### config.mk
export PLATFORM = sky130hd
export DESIGN_NAME = goal_detector_flat
export DESIGN_NICKNAME = d
export VERILOG_FILES = /design/src/rtl/goal_detector_if.sv /design/src/rtl/goal_detector.sv /design/src/flat_wrapper.sv
export SDC_FILE = /design/constraint.sdc
export NUM_CORES = 1
export LEC_CHECK = 0
export CORE_MARGIN = 4
export CORE_UTILIZATION = 48
export DETAILED_ROUTE_END_ITERATION = 12
export GPL_TIMING_DRIVEN = 0
export PLACE_DENSITY = 0.79
export SKIP_CTS_REPAIR_TIMING = 1
export SLEW_MARGIN = 30
export SYNTH_ARGS = -nofsm -noshare
export SYNTH_HDL_FRONTEND = slang
export SYNTH_SLANG_ARGS = --single-unit
### constraint.sdc
create_clock -name frame_clk -period 2.1 [get_ports frame_clk]
set_input_delay 0.525 -clock frame_clk [delete_from_list [all_inputs] [get_ports frame_clk]]
set_output_delay 0.525 -clock frame_clk [all_outputs]
set_load 0.03 [all_outputs]
### src/rtl/goal_detector_if.sv
// Referee bus: ball and goal geometry plus the kickoff / restart handshake in,
// scores and game-state flags out.
interface goal_detector_if;
   logic [9:0] BallX, BallY, BallS;
   logic [9:0] LGoalX, LGoalY, LGoalSX, LGoalSY;
   logic [9:0] RGoalX, RGoalY, RGoalSX, RGoalSY;
   logic       KickoffAck;
   logic       NewGame;
   logic [3:0] ScoreL, ScoreR;
   logic       GoalPulse;
   logic       GoalSide;
   logic       Freeze;
   logic       KickoffReq;
   logic       GameOver;
   logic       Winner;

   modport master (
      output BallX, BallY, BallS,
      output LGoalX, LGoalY, LGoalSX, LGoalSY,
      output RGoalX, RGoalY, RGoalSX, RGoalSY,
      output KickoffAck, NewGame,
      input  ScoreL, ScoreR, GoalPulse, GoalSide, Freeze, KickoffReq, GameOver, Winner
   );

   modport slave (
      input  BallX, BallY, BallS,
      input  LGoalX, LGoalY, LGoalSX, LGoalSY,
      input  RGoalX, RGoalY, RGoalSX, RGoalSY,
      input  KickoffAck, NewGame,
      output ScoreL, ScoreR, GoalPulse, GoalSide, Freeze, KickoffReq, GameOver, Winner
   );
endinterface

### src/rtl/goal_detector.sv
// Per-frame scoring referee: confirms goals over consecutive frames, keeps the
// score, and sequences freeze / kickoff / game-over.
module goal_detector #(
   parameter int CONFIRM_FRAMES = 3,
   parameter int FREEZE_FRAMES  = 120,
   parameter int WIN_SCORE      = 5
) (
   input  logic           frame_clk,
   input  logic           Reset,
   goal_detector_if.slave io
);

   typedef enum logic [2:0] {PLAY, CONFIRM, FREEZE, KICKOFF, GAMEOVER} state_t;

   state_t     state, state_nx;
   logic [3:0] count, count_nx;
   logic [7:0] ftimer, ftimer_nx;
   logic       side, side_nx;
   logic [3:0] score_l, score_l_nx, score_r, score_r_nx;
   logic       goal_side, goal_side_nx;
   logic       winner, winner_nx;
   logic       pulse, pulse_nx;
   logic       freeze, kreq, gover;
   logic       in_l, in_r, hit_l, hit_r, hit_latched;

   // Goal top edge (Y - SY), clamped at zero so the comparison never wraps.
   function automatic logic [10:0] top_edge(input logic [9:0] y, input logic [9:0] sy);
      return (y >= sy) ? ({1'b0, y} - {1'b0, sy}) : 11'd0;
   endfunction

   function automatic logic [3:0] sat_inc(input logic [3:0] s);
      return (s >= 4'(WIN_SCORE)) ? s : s + 4'd1;
   endfunction

   // Subtractions are moved to the other side as sums, so a ball near 0 never underflows.
   assign in_l = (({1'b0, io.BallX} + {1'b0, io.BallS}) < ({1'b0, io.LGoalX} + {1'b0, io.LGoalSX}))
              && ({1'b0, io.BallY} > ({1'b0, io.BallS} + top_edge(io.LGoalY, io.LGoalSY)))
              && (io.BallY <= io.LGoalY);
   assign in_r = ({1'b0, io.BallX} > ({1'b0, io.BallS} + {1'b0, io.RGoalX}))
              && ({1'b0, io.BallY} > ({1'b0, io.BallS} + top_edge(io.RGoalY, io.RGoalSY)))
              && (io.BallY <= io.RGoalY);

   assign hit_l       = in_l;
   assign hit_r       = in_r & ~in_l;
   assign hit_latched = side ? hit_r : hit_l;

   always_comb begin
      state_nx     = state;
      count_nx     = count;
      ftimer_nx    = ftimer;
      side_nx      = side;
      score_l_nx   = score_l;
      score_r_nx   = score_r;
      goal_side_nx = goal_side;
      winner_nx    = winner;
      pulse_nx     = 1'b0;
      case (state)
         PLAY: begin
            if (hit_l || hit_r) begin
               state_nx = CONFIRM;
               side_nx  = hit_r;
               count_nx = 4'd1;
            end
         end
         CONFIRM: begin
            if (!hit_latched) begin
               state_nx = PLAY;
               count_nx = 4'd0;
            end else if (({1'b0, count} + 5'd1) == 5'(CONFIRM_FRAMES)) begin
               count_nx     = 4'd0;
               ftimer_nx    = 8'd0;
               pulse_nx     = 1'b1;
               goal_side_nx = side;
               state_nx     = FREEZE;
               // Ball in the left goal scores for the right player, and vice versa.
               if (!side) begin
                  score_r_nx = sat_inc(score_r);
                  if (score_r_nx == 4'(WIN_SCORE)) begin
                     state_nx  = GAMEOVER;
                     winner_nx = 1'b1;
                  end
               end else begin
                  score_l_nx = sat_inc(score_l);
                  if (score_l_nx == 4'(WIN_SCORE)) begin
                     state_nx  = GAMEOVER;
                     winner_nx = 1'b0;
                  end
               end
            end else begin
               count_nx = count + 4'd1;
            end
         end
         FREEZE: begin
            if (({1'b0, ftimer} + 9'd1) == 9'(FREEZE_FRAMES)) begin
               state_nx  = KICKOFF;
               ftimer_nx = 8'd0;
            end else begin
               ftimer_nx = ftimer + 8'd1;
            end
         end
         KICKOFF: begin
            if (io.KickoffAck) state_nx = PLAY;
         end
         GAMEOVER: begin
            if (io.NewGame) begin
               score_l_nx = 4'd0;
               score_r_nx = 4'd0;
               winner_nx  = 1'b0;
               state_nx   = KICKOFF;
            end
         end
         default: state_nx = PLAY;
      endcase
   end

   // Outputs are registered from the next-state decode so they change on the same edge as the state.
   always_ff @(posedge frame_clk or negedge Reset) begin
      if (!Reset) begin
         state     <= PLAY;
         count     <= 4'd0;
         ftimer    <= 8'd0;
         side      <= 1'b0;
         score_l   <= 4'd0;
         score_r   <= 4'd0;
         goal_side <= 1'b0;
         winner    <= 1'b0;
         pulse     <= 1'b0;
         freeze    <= 1'b0;
         kreq      <= 1'b0;
         gover     <= 1'b0;
      end else begin
         state     <= state_nx;
         count     <= count_nx;
         ftimer    <= ftimer_nx;
         side      <= side_nx;
         score_l   <= score_l_nx;
         score_r   <= score_r_nx;
         goal_side <= goal_side_nx;
         winner    <= winner_nx;
         pulse     <= pulse_nx;
         freeze    <= (state_nx == FREEZE) || (state_nx == KICKOFF) || (state_nx == GAMEOVER);
         kreq      <= (state_nx == KICKOFF);
         gover     <= (state_nx == GAMEOVER);
      end
   end

   assign io.ScoreL     = score_l;
   assign io.ScoreR     = score_r;
   assign io.GoalPulse  = pulse;
   assign io.GoalSide   = goal_side;
   assign io.Freeze     = freeze;
   assign io.KickoffReq = kreq;
   assign io.GameOver   = gover;
   assign io.Winner     = winner;

endmodule
### src/flat_wrapper.sv
// flat-port wrapper written by rule: the top's interface ports become plain ports
module goal_detector_flat 
#(
   parameter int CONFIRM_FRAMES = 3,
   parameter int FREEZE_FRAMES  = 120,
   parameter int WIN_SCORE      = 5
)
  (frame_clk, Reset, io_BallX, io_BallY, io_BallS, io_LGoalX, io_LGoalY, io_LGoalSX, io_LGoalSY, io_RGoalX, io_RGoalY, io_RGoalSX, io_RGoalSY, io_KickoffAck, io_NewGame, io_ScoreL, io_ScoreR, io_GoalPulse, io_GoalSide, io_Freeze, io_KickoffReq, io_GameOver, io_Winner);
  goal_detector_if io_i ();
  input  logic frame_clk;
  input  logic Reset;
  input wire logic [$bits(io_i.BallX)-1:0] io_BallX;
  input wire logic [$bits(io_i.BallY)-1:0] io_BallY;
  input wire logic [$bits(io_i.BallS)-1:0] io_BallS;
  input wire logic [$bits(io_i.LGoalX)-1:0] io_LGoalX;
  input wire logic [$bits(io_i.LGoalY)-1:0] io_LGoalY;
  input wire logic [$bits(io_i.LGoalSX)-1:0] io_LGoalSX;
  input wire logic [$bits(io_i.LGoalSY)-1:0] io_LGoalSY;
  input wire logic [$bits(io_i.RGoalX)-1:0] io_RGoalX;
  input wire logic [$bits(io_i.RGoalY)-1:0] io_RGoalY;
  input wire logic [$bits(io_i.RGoalSX)-1:0] io_RGoalSX;
  input wire logic [$bits(io_i.RGoalSY)-1:0] io_RGoalSY;
  input wire logic [$bits(io_i.KickoffAck)-1:0] io_KickoffAck;
  input wire logic [$bits(io_i.NewGame)-1:0] io_NewGame;
  output wire logic [$bits(io_i.ScoreL)-1:0] io_ScoreL;
  output wire logic [$bits(io_i.ScoreR)-1:0] io_ScoreR;
  output wire logic [$bits(io_i.GoalPulse)-1:0] io_GoalPulse;
  output wire logic [$bits(io_i.GoalSide)-1:0] io_GoalSide;
  output wire logic [$bits(io_i.Freeze)-1:0] io_Freeze;
  output wire logic [$bits(io_i.KickoffReq)-1:0] io_KickoffReq;
  output wire logic [$bits(io_i.GameOver)-1:0] io_GameOver;
  output wire logic [$bits(io_i.Winner)-1:0] io_Winner;
  assign io_i.BallX = io_BallX;
  assign io_i.BallY = io_BallY;
  assign io_i.BallS = io_BallS;
  assign io_i.LGoalX = io_LGoalX;
  assign io_i.LGoalY = io_LGoalY;
  assign io_i.LGoalSX = io_LGoalSX;
  assign io_i.LGoalSY = io_LGoalSY;
  assign io_i.RGoalX = io_RGoalX;
  assign io_i.RGoalY = io_RGoalY;
  assign io_i.RGoalSX = io_RGoalSX;
  assign io_i.RGoalSY = io_RGoalSY;
  assign io_i.KickoffAck = io_KickoffAck;
  assign io_i.NewGame = io_NewGame;
  assign io_ScoreL = io_i.ScoreL;
  assign io_ScoreR = io_i.ScoreR;
  assign io_GoalPulse = io_i.GoalPulse;
  assign io_GoalSide = io_i.GoalSide;
  assign io_Freeze = io_i.Freeze;
  assign io_KickoffReq = io_i.KickoffReq;
  assign io_GameOver = io_i.GameOver;
  assign io_Winner = io_i.Winner;
  goal_detector #(.CONFIRM_FRAMES(CONFIRM_FRAMES), .FREEZE_FRAMES(FREEZE_FRAMES), .WIN_SCORE(WIN_SCORE)) u_core (.frame_clk(frame_clk), .Reset(Reset), .io(io_i));
endmodule
# Word-level counts from Yosys, hierarchy flattened
# Cells that the tools add are included.
dict set report classes {
  magnitude_cmp 10
  reduce_logical 18
  muxes 42
  bitwise_logic 2
  eq_ne 19
  add_sub_neg 13
}
# operator count
set op_table {}
lappend op_table {{two-way mux 4 bit} 12}
lappend op_table {{adder 10 x 10 -> 11 bit} 3}
lappend op_table {{greater-than comparator 10 x 11 -> 1 bit} 3}
lappend op_table {{two-way mux 3 bit} 9}
lappend op_table {{two-way mux 8 bit} 3}
lappend op_table {{case mux 4 bit (2 select lines)} 3}
lappend op_table {{adder 10 x 11 -> 11 bit} 2}
lappend op_table {{two-way mux 11 bit} 2}
lappend op_table {{subtractor 10 x 10 -> 11 bit} 2}
lappend op_table {{greater-or-equal comparator 10 bit} 2}
lappend op_table {{<= comparator 10 bit} 2}
lappend op_table {{case mux 8 bit (2 select lines)} 1}
lappend op_table {{case mux 3 bit (5 select lines)} 1}
lappend op_table {{adder 4 x 1 -> 4 bit, second input constant} 3}
lappend op_table {{equality test 3 x 2 -> 1 bit, second input constant} 4}
lappend op_table {{less-than comparator 11 bit} 1}
lappend op_table {{two-way mux 1 bit} 10}
lappend op_table {{AND reduction 5 bit} 2}
lappend op_table {{adder 8 x 1 -> 9 bit, second input constant} 1}
lappend op_table {{equality test 9 x 7 -> 1 bit, second input constant} 1}
lappend op_table {{adder 8 x 1 -> 8 bit, second input constant} 1}
lappend op_table {{equality test 4 x 3 -> 1 bit, second input constant} 2}
lappend op_table {{greater-or-equal comparator 4 x 3 -> 1 bit, second input constant} 2}
lappend op_table {{!= test 2 x 1 -> 1 bit, second input constant} 4}
lappend op_table {{17 further kinds} 28}
dict set report totals {
  wordCells 116
  output_inout_bits 14
  register_bits 30
  input_bits 114
}

# Logic depth before layout (Yosys ltp)
# Gate-level depths: netlist (run 1).
dict set report depth {
  word_depth 14
  ltp_mapped 28
  ltp_nobuf 27
}

# Least setup slack after synthesis (run 1)
# No wires, ideal clock.
dict set report synth_path {
  kind {input -> register}
  start {in io_LGoalSY[1]}
  end {reg u_core.ftimer[3]}
  setup_time_ps 122
  arrival_ps 5667
  n_path_buf 1
  path_slack_ps -3689
  required_time_ps 1978
  cell_stages 28
  cell_sequence {inv_1 > ha_1 > nor2b_4 > o31a_1 > o31a_1 > or3_2 > a21oi_1 > nor2b_1 > ha_1 > a21o_1 > a21oi_1 > o21bai_1 > a21oi_1 > o21bai_1 > a21oi_1 > o21bai_1 > a21oi_1 > xor2_1 > ha_1 > nand3_1 > nor3_1 > a211oi_1 > nand4b_1 > nor3_1 > o21bai_2 > nand2_2 > buf_6 > a32o_1}
}
dict set report synth_via {
  elab_chain_len 11
  elab_cells_between_ends 12
  classes_between {2 x add/sub; 2 x order compare; 1 x eq/ne; 2 x mux; 2 x bitwise; 3 x reduce/logical}
}
# element line_no
set synth_rtl {}
lappend synth_rtl {{from (decl)} flat_wrapper.sv:18} ;# input wire logic [$bits(io_i.LGoalSY)-1:0] io_LGoalSY;
lappend synth_rtl {{subtractor 10 x 10 -> 11 bit or greater-or-equal comparator 10 bit (tied branches)} goal_detector.sv:28} ;# return (y >= sy) ? ({1'b0, y} - {1'b0, sy}) : 11'd0;
lappend synth_rtl {{two-way mux 11 bit (*)} goal_detector.sv:28}
lappend synth_rtl {{adder 10 x 11 -> 11 bit (*)} goal_detector.sv:37} ;# && ({1'b0, io.BallY} > ({1'b0, io.BallS} + top_edge(io.LGoalY, io.LGoalSY)))
lappend synth_rtl {{greater-than comparator 10 x 11 -> 1 bit (*)} goal_detector.sv:37}
lappend synth_rtl {{logical AND 1 bit (*)} goal_detector.sv:37}
lappend synth_rtl {{logical AND 1 bit (*)} goal_detector.sv:38} ;# && (io.BallY <= io.LGoalY);
lappend synth_rtl {{inverter 1 bit} goal_detector.sv:44} ;# assign hit_r = in_r & ~in_l;
lappend synth_rtl {{bitwise AND 1 bit} goal_detector.sv:44}
lappend synth_rtl {{two-way mux 1 bit (*)} goal_detector.sv:45} ;# assign hit_latched = side ? hit_r : hit_l;
lappend synth_rtl {{!= test 2 x 1 -> 1 bit (no line) (*)} -}
lappend synth_rtl {{AND reduction 3 bit (no line) (*)} -}
lappend synth_rtl {{to (signal assigned)} goal_detector.sv:134} ;# ftimer <= ftimer_nx;
lappend synth_rtl {{to (decl)} goal_detector.sv:17} ;# logic [7:0] ftimer, ftimer_nx;
# Mark *: on every way between the ends. The rest lies on a longest branch, timed or not.
# A chain may end at the register's enable or synchronous reset.

# Final worst setup path (run 1)
dict set report layout_path {
  start {in io_LGoalSY[1]}
  end {reg u_core.count[2]}
}
dict set report layout_via {
  elab_chain_len 11
  elab_cells_between_ends 15
  classes_between {2 x add/sub; 2 x order compare; 1 x eq/ne; 4 x mux; 2 x bitwise; 4 x reduce/logical}
}
# element line_no
set layout_rtl {}
lappend layout_rtl {{subtractor 10 x 10 -> 11 bit or greater-or-equal comparator 10 bit (tied branches)} goal_detector.sv:28}
lappend layout_rtl {{two-way mux 11 bit (*)} goal_detector.sv:28}
lappend layout_rtl {{adder 10 x 11 -> 11 bit (*)} goal_detector.sv:37}
lappend layout_rtl {{greater-than comparator 10 x 11 -> 1 bit (*)} goal_detector.sv:37}
lappend layout_rtl {{logical AND 1 bit (*)} goal_detector.sv:37}
lappend layout_rtl {{logical AND 1 bit (*)} goal_detector.sv:38}
lappend layout_rtl {{inverter 1 bit} goal_detector.sv:44}
lappend layout_rtl {{bitwise AND 1 bit} goal_detector.sv:44}
lappend layout_rtl {{two-way mux 1 bit or logical OR 1 bit (tied branches)} {goal_detector.sv:45, goal_detector.sv:59}}
lappend layout_rtl {{two-way mux 4 bit or != test 2 x 1 -> 1 bit (tied branches)} -}
lappend layout_rtl {{case mux 4 bit (2 select lines) or AND reduction 2 bit (tied branches)} -}
lappend layout_rtl {{to (signal assigned)} goal_detector.sv:133} ;# count <= count_nx;
lappend layout_rtl {{to (decl)} goal_detector.sv:16} ;# logic [3:0] count, count_nx;
# Marks and branches as above.

==> metrics.txt, run 1 <==
clk sinks=30; RSZ-0062 raised after global routing=true; n_diodes=0; drt first pass iters=4; crit end category=flip-flop; failing checks=negative setup slack; CTS root buffer=clkbuf_16; Async SR Flop Fraction=100%; total leakage power=4.06 nW; Peak VDD IR=0.315 mV; Reg clk slew, reported paths=0.05 ns; largest net degree at the start of global routing=31; Die Y=119 um; Rows=40; Worst EP arrival=5.68 ns; number of synthesized flops with an enable pin=0; Critical R2R Launch=u_core.io.ScoreR[1]; max-slew violation count=0; core region area=12000 um2; GRT overflow=0; Hold Path Class=input port to asynchronous set/reset pin; DR iter-0 viols=355; initial antenna violation count=0; final period demand of the worst path=5.53 ns; FF+latch count, synth=30; Max Cap Viol=0; Avg Synthesized Cell Area=8.09 um2; Yosys top cell area share=29.5%; Least-Margin Pin Slew=0.955 ns; RePlAce Congestion=0.927; worst endpoint required time=2.25 ns; placement-stage cell area=7470 um2; post-route antenna net violation count=0; Ys Warns=0; R2R setup slack=-0.68 ns; PD cells=547 nW/um2; leading area contributor after synthesis=ha_1; nets=1149; global-route wire length before repair=27000 um; number of global-route vias before repair=5990; die area=14100 um2; Reg2Reg Depth=9; Area growth syn-to-layout=41.4%; Crit. Startpoint=io_LGoalSY[1]; total track usage=22.5%; CTS tree=done; final setup vio count=29; detailed placer's ending HPWL=13400 um; most instantiated library cell after synthesis=ha_1; Yosys cell types=60; CP Launch Type=input port; status=finished with violations; Remaining DRCs=0; DRT Wirelength=17100 um; Crit Reg-Reg Endpoint=u_core.io.Winner; Clock Skews=0.00689 ns; layout cell share with drive strength beyond 1=16.3%; cell area after synthesis=5890 um2; H-tree depth=2; Die Span X=119 um; Tcrit/Tclk final=263%; Max-Slew Margin vs Limit=35.5%; Skew-Pair Late Insertion Delay=0.28 ns; worst setup margin=-3.43 ns; total CTS buffers=5; Ports=128; routed len/inst=16.4 um; dpl ws=-4.28 ns; Main synth FF type=dfrtp_1; Max FO, Critical Path=6; Vias=5982; CP Class=input port to flip-flop; Syn Inst Count=728; share of the yosys chip area belonging to registers=12.7%; Power Total=4.55 mW; vias per cell=5.77; CTS Buffer Depth=2; number of buffers added on ports=117; top post-synthesis cells by area=ha_1, dfrtp_1, xnor2_1; most instantiated cells after synthesis=ha_1, inv_1, a21oi_1, nor2_1, o21ai_0; post-route design area=8330 um2; Core Util, Final=69.3%; synthesized net count=988; # fillers=937; Initial Util=49.0%; maximum clock frequency=0.181 GHz; Hold Violations, Final=0
==> registers in the layout, summed over array words and instances, names as in the netlist <==
signal	count
u_core.side	1
u_core.io.KickoffReq	1
u_core.ftimer	8
u_core.io.GoalSide	1
u_core.io.GoalPulse	1
u_core.io.Winner	1
u_core.count	4
u_core.io.GameOver	1
u_core.io.ScoreL	4
u_core.io.ScoreR	4
u_core.state	3
u_core.io.Freeze	1
==> layout make-up <==
type | instances | area, um2 | share of cell area, %
Timing Repair Buffer | 154 | 1560 | 18.7
Multi-Input combinational cell | 616 | 5350 | 64.2
Buffer | 3 | 22.5 | 0.271
Clock inverter | 2 | 12.5 | 0.150
Clock buffer | 6 | 139 | 1.67
Tap cell | 147 | 184 | 2.21
Sequential cell | 30 | 751 | 9.02
Inverter | 79 | 309 | 3.71
==> cells by family after synthesis <==
logic type      Yosys count  synth area share (%)
xor+xnor                 54                  8.03
compound gates          233                  25.6
buf+inv                  82                  5.35
fa+ha+maj               146                  31.9
flops                    30                  12.7
simple gates            181                  16.0
mux                       2                 0.361
==> worst max path at each step <==
stage,end,slack [ns]
after floorplan,u_core.count[2],-3.06
after global placement,u_core.ftimer[3],-4.13
after detailed placement,u_core.ftimer[3],-4.28
after CTS,u_core.count[2],-4.01
after global routing,u_core.count[2],-3.72
final,u_core.count[2],-3.43
==> metrics by stage <==
step	TNS (ns)	hold slack (ns)	instances
final	-93.59	0.285	1037
after global routing	-101.79	0.342	1037
after CTS	-111.93	0.306	1000
after detailed placement	-120.00	0.488	992
after global placement	-115.85	0.476	992
after floorplan	-84.73	0.229	728
==> critical path, cell delays in order <==
cell	delay, ns
buf_12	0.11
inv_12	0.04
ha_4	0.19
nor2b_4	0.12
o31a_1	0.30
o31a_1	0.32
or3_4	0.40
a21oi_4	0.27
nor2b_4	0.08
ha_4	0.21
a21o_1	0.18
a21oi_2	0.14
o21bai_1	0.11
a21oi_2	0.18
o21bai_1	0.11
a21oi_2	0.18
o21bai_1	0.09
a21oi_1	0.17
xor2_1	0.18
ha_1	0.27
nand3_2	0.08
nor3_2	0.05
a211oi_2	0.15
nand4b_1	0.19
or2_4	0.32
a311o_1	0.41
a32oi_1	0.19
o21ai_1	0.09
==> where the power goes <==
group	switching (mW)	internal [mW]	total, mW
sequential	0.148	0.693	0.840
clock	0.255	0.468	0.723
combinational	1.54	1.45	2.99
total	1.94	2.61	4.55
==> layer usage <==
metal | share of wire (%) | global-route usage [%]
met1 | 42 | 28.0
met2 | 48 | 39.5
met3 | 5.9 | 3.01
met4 | 3.4 | 8.62
met5 | 0 | 0
==> cells in the final DEF (no fill, tap or decap), types with 6 or more instances in the layout <==
master / instances
nand2b_1: 14
nor2b_1: 13
o21bai_1: 25
xnor2_1: 40
nor3_1: 11
dfrtp_1: 30
dlymetal6s2s_1: 27
a21o_1: 28
clkbuf_16: 6
nor2_1: 43
o21ai_1: 6
ha_4: 18
o21a_1: 8
fa_1: 6
a21oi_2: 10
inv_1: 64
buf_6: 6
a21oi_1: 57
buf_4: 31
nand4_1: 9
inv_2: 14
ha_1: 118
clkdlybuf4s50_1: 87
o21ai_0: 32
nand2_1: 33
a211oi_1: 10
nand3_1: 15
o21ai_2: 7
xor2_1: 14
No activity file was read; power rests on OpenSTA's default activity.
==> run 2: changes to the inputs <==
--- a/config.mk
+++ b/config.mk
@@ -6,10 +6,10 @@
 export NUM_CORES = 1
 export LEC_CHECK = 0
 export CORE_MARGIN = 4
-export CORE_UTILIZATION = 48
+export CORE_UTILIZATION = 30
 export DETAILED_ROUTE_END_ITERATION = 12
 export GPL_TIMING_DRIVEN = 0
-export PLACE_DENSITY = 0.79
+export MAX_ROUTING_LAYER = met4
 export SKIP_CTS_REPAIR_TIMING = 1
 export SLEW_MARGIN = 30
 export SYNTH_ARGS = -nofsm -noshare
==> metrics.txt, run 2 (same netlist as run 1, synthesis figures left out) <==
dpl ws=-4.35 ns (-0.0778 ns); Least-Margin Pin Slew=0.671 ns (-0.283 ns); RePlAce Congestion=0.849 (-8.4%); Remaining DRCs=0 (unchanged); number of global-route vias before repair=5352 (-11%); Clock Power Share=15.0% (-0.9 points); CTS Buffer Depth=2 (unchanged); GRT overflow=0 (unchanged); largest register by flop count=u_core.ftimer; core region area=19000 um2 (+58%); commonest non-fill, non-tap cell in the layout=ha_1; vias per cell=4.99 (-14%); Largest register FFs=8 (unchanged); DRT Wirelength=16700 um (-1.9%); Worst EP arrival=5.61 ns (-0.07 ns); Die Span X=148 um (+25%); slowest CP cell=or3_4; Clock Skews=0.00337 ns (-0.00352 ns); total CTS buffers=5 (unchanged); Hold Violations, Final=0 (unchanged); largest net degree at the start of global routing=21 (-32%); Max-Slew Margin vs Limit=55.1% (+20 points); worst endpoint required time=2.26 ns (about the same); nets=1147 (-0.17%); H-tree depth=2 (unchanged); Pint=2.56 mW (-2.0%); Vias=5723 (-4.3%); PD cells=527 nW/um2 (-3.6%); status=finished with violations; Ports=128 (unchanged); commonest non-fill, non-tap cells in the layout=ha_1, clkdlybuf4s50_1, inv_1, a21oi_1, nor2_1; CP max stage delay=0.41 ns (about the same); Tcrit/Tclk final=260% (-3.9 points); CP Class=input port to flip-flop; global-route wire length before repair=25800 um (-4.3%); routed len/inst=14.6 um (-11%); CTS root buffer=clkbuf_16; Die Y=148 um (+25%); die area=21900 um2 (+56%); max-slew violation count=0 (unchanged); CP Launch Type=input port; Initial Util=31.0% (-18 points); n_diodes=0 (unchanged); post-route antenna net violation count=0 (unchanged); clk sinks=30 (unchanged); Reg clk slew, reported paths=0.05 ns (about the same); # fillers=1922 (+110%); total track usage=14.5% (-8.1 points); Comb power frac=66.2% (+0.5 points); Max Cap Viol=0 (unchanged); Crit. Startpoint=io_LGoalSY[1]; Hold Path Class=input port to asynchronous set/reset pin; Critical R2R Launch=u_core.count[0]; Max FO, Critical Path=7 (+1); worst setup margin=-3.35 ns (+0.0813 ns); Skew-Pair Late Insertion Delay=0.27 ns (about the same); number of buffers added on ports=117 (unchanged); placed insts=1106 (+11%); RSZ-0062 raised after global routing=true; Area growth syn-to-layout=42.7%; Peak VDD IR=0.421 mV (+34%); Min Hold Slack=0.144 ns (-0.140 ns); Sw Ratio=42.2% (-0.46 points); detailed placer's ending HPWL=13500 um (+0.84%); Seq pwr share=18.9% (+0.4 points); Rows=50 (+25%); maximum clock frequency=0.183 GHz (+1.5%); layout cell share with drive strength beyond 1=14.8% (-1.5 points); DR iter-0 viols=136 (-62%); drt first pass iters=4 (unchanged); total leakage power=4.05 nW (-0.36%); failing checks=negative setup slack; CTS tree=done; final period demand of the worst path=5.45 ns (-0.0813 ns); initial antenna violation count=0 (unchanged); Core Util, Final=44.2% (-25 points); crit end category=flip-flop; post-route insts no fill=1147 (+11%); Psw=1.87 mW (-3.8%); final setup vio count=29 (unchanged)
[run 2: through the flow]
step                power (mW)  TNS (ns)  instance area (um2)
finish                    4.43    -93.91                 8400
global route              4.85   -103.07                 8400
CTS                       4.20   -114.05                 7770
detailed placement        3.51   -121.32                 7640
global placement          3.48   -126.11                 7620
floorplan                 2.74    -84.73                 6120
[run 2: power by group through the flow]
| stage | logic [mW] | clock network (mW) | registers [mW] |
|---|---|---|---|
| 2_1_floorplan | 1.87 | 0 | 0.869 |
| 3_3_place_gp | 2.64 | 0 | 0.840 |
| 3_5_place_dp | 2.67 | 0 | 0.835 |
| 4_1_cts | 2.69 | 0.677 | 0.830 |
| 5_1_grt | 3.28 | 0.708 | 0.853 |
| 6_report | 2.93 | 0.662 | 0.836 |
[run 2: metal layers]
metal  up-vias  track usage [%]  share of wire, %
met1      2630             20.5                49
met3        12             1.25               3.9
met4         0             1.39              0.81
li1       2968                -                 -
met5         -                -                 0
met2       113             23.5                46
[run 2: path summary, 6_finish.rpt]
kind | endpoint | slack [ns] | depth (start not counted)
setup / recovery | u_core.ftimer[2] | -3.35 | 29
setup reg to reg | u_core.io.ScoreR[0] | -0.52 | 8
hold / removal | u_core.io.ScoreL[2] | 0.14 | 1
max in group asynchronous | u_core.ftimer[5] | 1.55 | 2
hold reg to reg | u_core.io.GoalSide | 0.49 | 1
min in group frame_clk | u_core.io.GoalSide | 0.49 | 1
[run 2: critical path, delay by kind of cell]
family	cells	cell delay (ns)
and+or+nand+nor	8	1.31
adders and majority gates	3	0.70
buffers and inverters	3	0.30
xor gates and xnor gates	1	0.18
AOI/OAI and AO/OA	14	2.56
[run 2: cell type report]
| type | count | area (um2) | area share, % |
|---|---|---|---|
| inverters | 79 | 309 | 3.68 |
| well taps | 260 | 325 | 3.87 |
| clock buffers | 7 | 133 | 1.58 |
| flip-flops and latches | 30 | 751 | 8.94 |
| repair buffers | 152 | 1550 | 18.4 |
| multi-input cells | 616 | 5320 | 63.3 |
| plain buffers | 3 | 22.5 | 0.268 |
==> run 3: changes to the inputs <==
--- a/config.mk
+++ b/config.mk
@@ -5,10 +5,11 @@
 export SDC_FILE = /design/constraint.sdc
 export NUM_CORES = 1
 export LEC_CHECK = 0
+export CAP_MARGIN = 40
 export CORE_MARGIN = 4
 export CORE_UTILIZATION = 30
 export DETAILED_ROUTE_END_ITERATION = 12
-export GPL_TIMING_DRIVEN = 0
+export GPL_TIMING_DRIVEN = 1
 export MAX_ROUTING_LAYER = met4
 export SKIP_CTS_REPAIR_TIMING = 1
 export SLEW_MARGIN = 30
==> metrics.txt, run 3 (same netlist as run 1, synthesis figures left out) <==
routed len/inst=13.4 um (-8.5%); initial antenna violation count=0 (unchanged); RePlAce Congestion=0.844 (-0.59%); DR iter-0 viols=184 (+35%); core region area=19000 um2 (unchanged); nets=1350 (+18%); placed insts=1322 (+20%); post-route insts no fill=1351 (+18%); Max-Slew Margin vs Limit=67.5% (+12 points); Min Hold Slack=0.479 ns (+0.335 ns); worst setup margin=-3.34 ns (+0.0150 ns); # fillers=1797 (-6.5%); Clock Skews=0.00442 ns (+0.00106 ns); Hold Path Class=flip-flop to flip-flop; Remaining DRCs=0 (unchanged); worst endpoint required time=2.26 ns (about the same); total CTS buffers=5 (unchanged); PD cells=517 nW/um2 (-2.0%); Max Cap Viol=0 (unchanged); largest register by flop count=u_core.ftimer; clk sinks=30 (unchanged); CTS tree=done; Reg clk slew, reported paths=0.05 ns (about the same); final setup vio count=29 (unchanged); largest net degree at the start of global routing=31 (+48%); CP max stage delay=0.40 ns (about the same); die area=21900 um2 (unchanged); Hold Violations, Final=0 (unchanged); Area growth syn-to-layout=68.8%; crit end category=flip-flop; status=finished with violations; Max FO, Critical Path=3 (-4); detailed placer's ending HPWL=15200 um (+12%); Rows=50 (unchanged); commonest non-fill, non-tap cell in the layout=buf_4; Peak VDD IR=0.329 mV (-22%); Least-Margin Pin Slew=0.482 ns (-0.189 ns); post-route antenna net violation count=0 (unchanged); total leakage power=5.05 nW (+25%); number of buffers added on ports=117 (unchanged); global-route wire length before repair=28800 um (+12%); R2R setup slack=-0.12 ns (+0.40 ns); Tcrit/Tclk final=259% (-0.71 points); n_diodes=0 (unchanged); Power Total=5.14 mW (+16%); max-slew violation count=0 (unchanged); DRT Wirelength=18000 um (+7.8%); CP Launch Type=input port; area occupied by multi-input gates=5310 um2 (-0.12%); Die Span X=148 um (unchanged); Worst EP arrival=5.59 ns (-0.02 ns); layout cell share with drive strength beyond 1=31.3% (+16 points); Initial Util=31.0% (unchanged); H-tree depth=2 (unchanged); Skew-Pair Late Insertion Delay=0.27 ns (about the same); final period demand of the worst path=5.44 ns (-0.0150 ns); vias per cell=4.70 (-5.8%); CTS Buffer Depth=2 (unchanged); Vias=6352 (+11%); GRT overflow=0 (unchanged); CTS root buffer=clkbuf_16; total track usage=16.1% (+1.6 points); Die Y=148 um (unchanged); maximum clock frequency=0.184 GHz (+0.28%); number of global-route vias before repair=6280 (+17%); drt first pass iters=4 (unchanged); failing checks=negative setup slack; RSZ-0062 raised after global routing=true; CP Class=input port to flip-flop; Largest register FFs=8 (unchanged); Ports=128 (unchanged); Sequential Area=751 um2 (unchanged); slowest CP cell=or3_4; commonest non-fill, non-tap cells in the layout=buf_4, ha_1, clkdlybuf4s50_1, inv_1, a21oi_1
==> run 3: cell count changes in the layout (fill, tap and decap cells not counted), moves of 4 or more <==
cell      change
buf_4       +202
buf_6         +6
clkbuf_1      -4
ha_1          +5
==> run 3: worst paths after layout <==
| path | start | to | cells past startpoint |
|---|---|---|---|
| max | io_LGoalSY[1] | u_core.count[1] | 30 |
| min | u_core.ftimer[7] | u_core.ftimer[7] | 1 |
| max reg2reg | u_core.count[0] | u_core.io.Winner | 11 |
| min reg2reg | u_core.ftimer[7] | u_core.ftimer[7] | 1 |
| max in group asynchronous | Reset | u_core.ftimer[3] | 2 |
| min in group asynchronous | Reset | u_core.io.ScoreR[3] | 2 |
==> run 3: area by class of cell <==
type | instances | share of cell area [%]
clock buffers | 8 | 1.67
inverters | 79 | 3.11
multi-input cells | 616 | 53.4
flip-flops and latches | 30 | 7.55
well taps | 260 | 3.27
repair buffers | 358 | 31.0
==> run 3: metrics by stage <==
stage,utilization [%],setup slack (ns),setup TNS [ns],cell area (um2)
floorplan,-,-3.06,-84.73,6120
CTS,49.5,-3.67,-103.65,9420
finish,52.3,-3.34,-93.37,9940
detailed placement,48.6,-3.94,-111.31,9250
global route,52.3,-3.59,-101.05,9940
global placement,48.6,-3.81,-108.33,9250
==> run 3: report_power, final <==
part	leakage [nW]	switching [mW]	total, mW	internal, mW
Combinational	4.57	1.62	3.53	1.90
Clock	0.0832	0.240	0.775	0.535
Sequential	0.397	0.140	0.834	0.694
==> run 3: routing by layer <==
metal / vias to the layer above / share of wire (%) / GRT usage, %
li1: 3384 / - / -
met1: 2852 / 48 / 21.8
met2: 107 / 47 / 27.1
met3: 9 / 4.2 / 1.28
met4: 0 / 0.49 / 1.94
met5: - / 0 / -
==> run 3: worst max-delay path: cells and delay by family <==
kind | cells | cell delay, ns
AOI/OAI and AO/OA | 14 | 2.53
and+or+nand+nor | 8 | 1.18
adders and majority gates | 3 | 0.73
buffers and inverters | 4 | 0.45
xor gates and xnor gates | 1 | 0.17
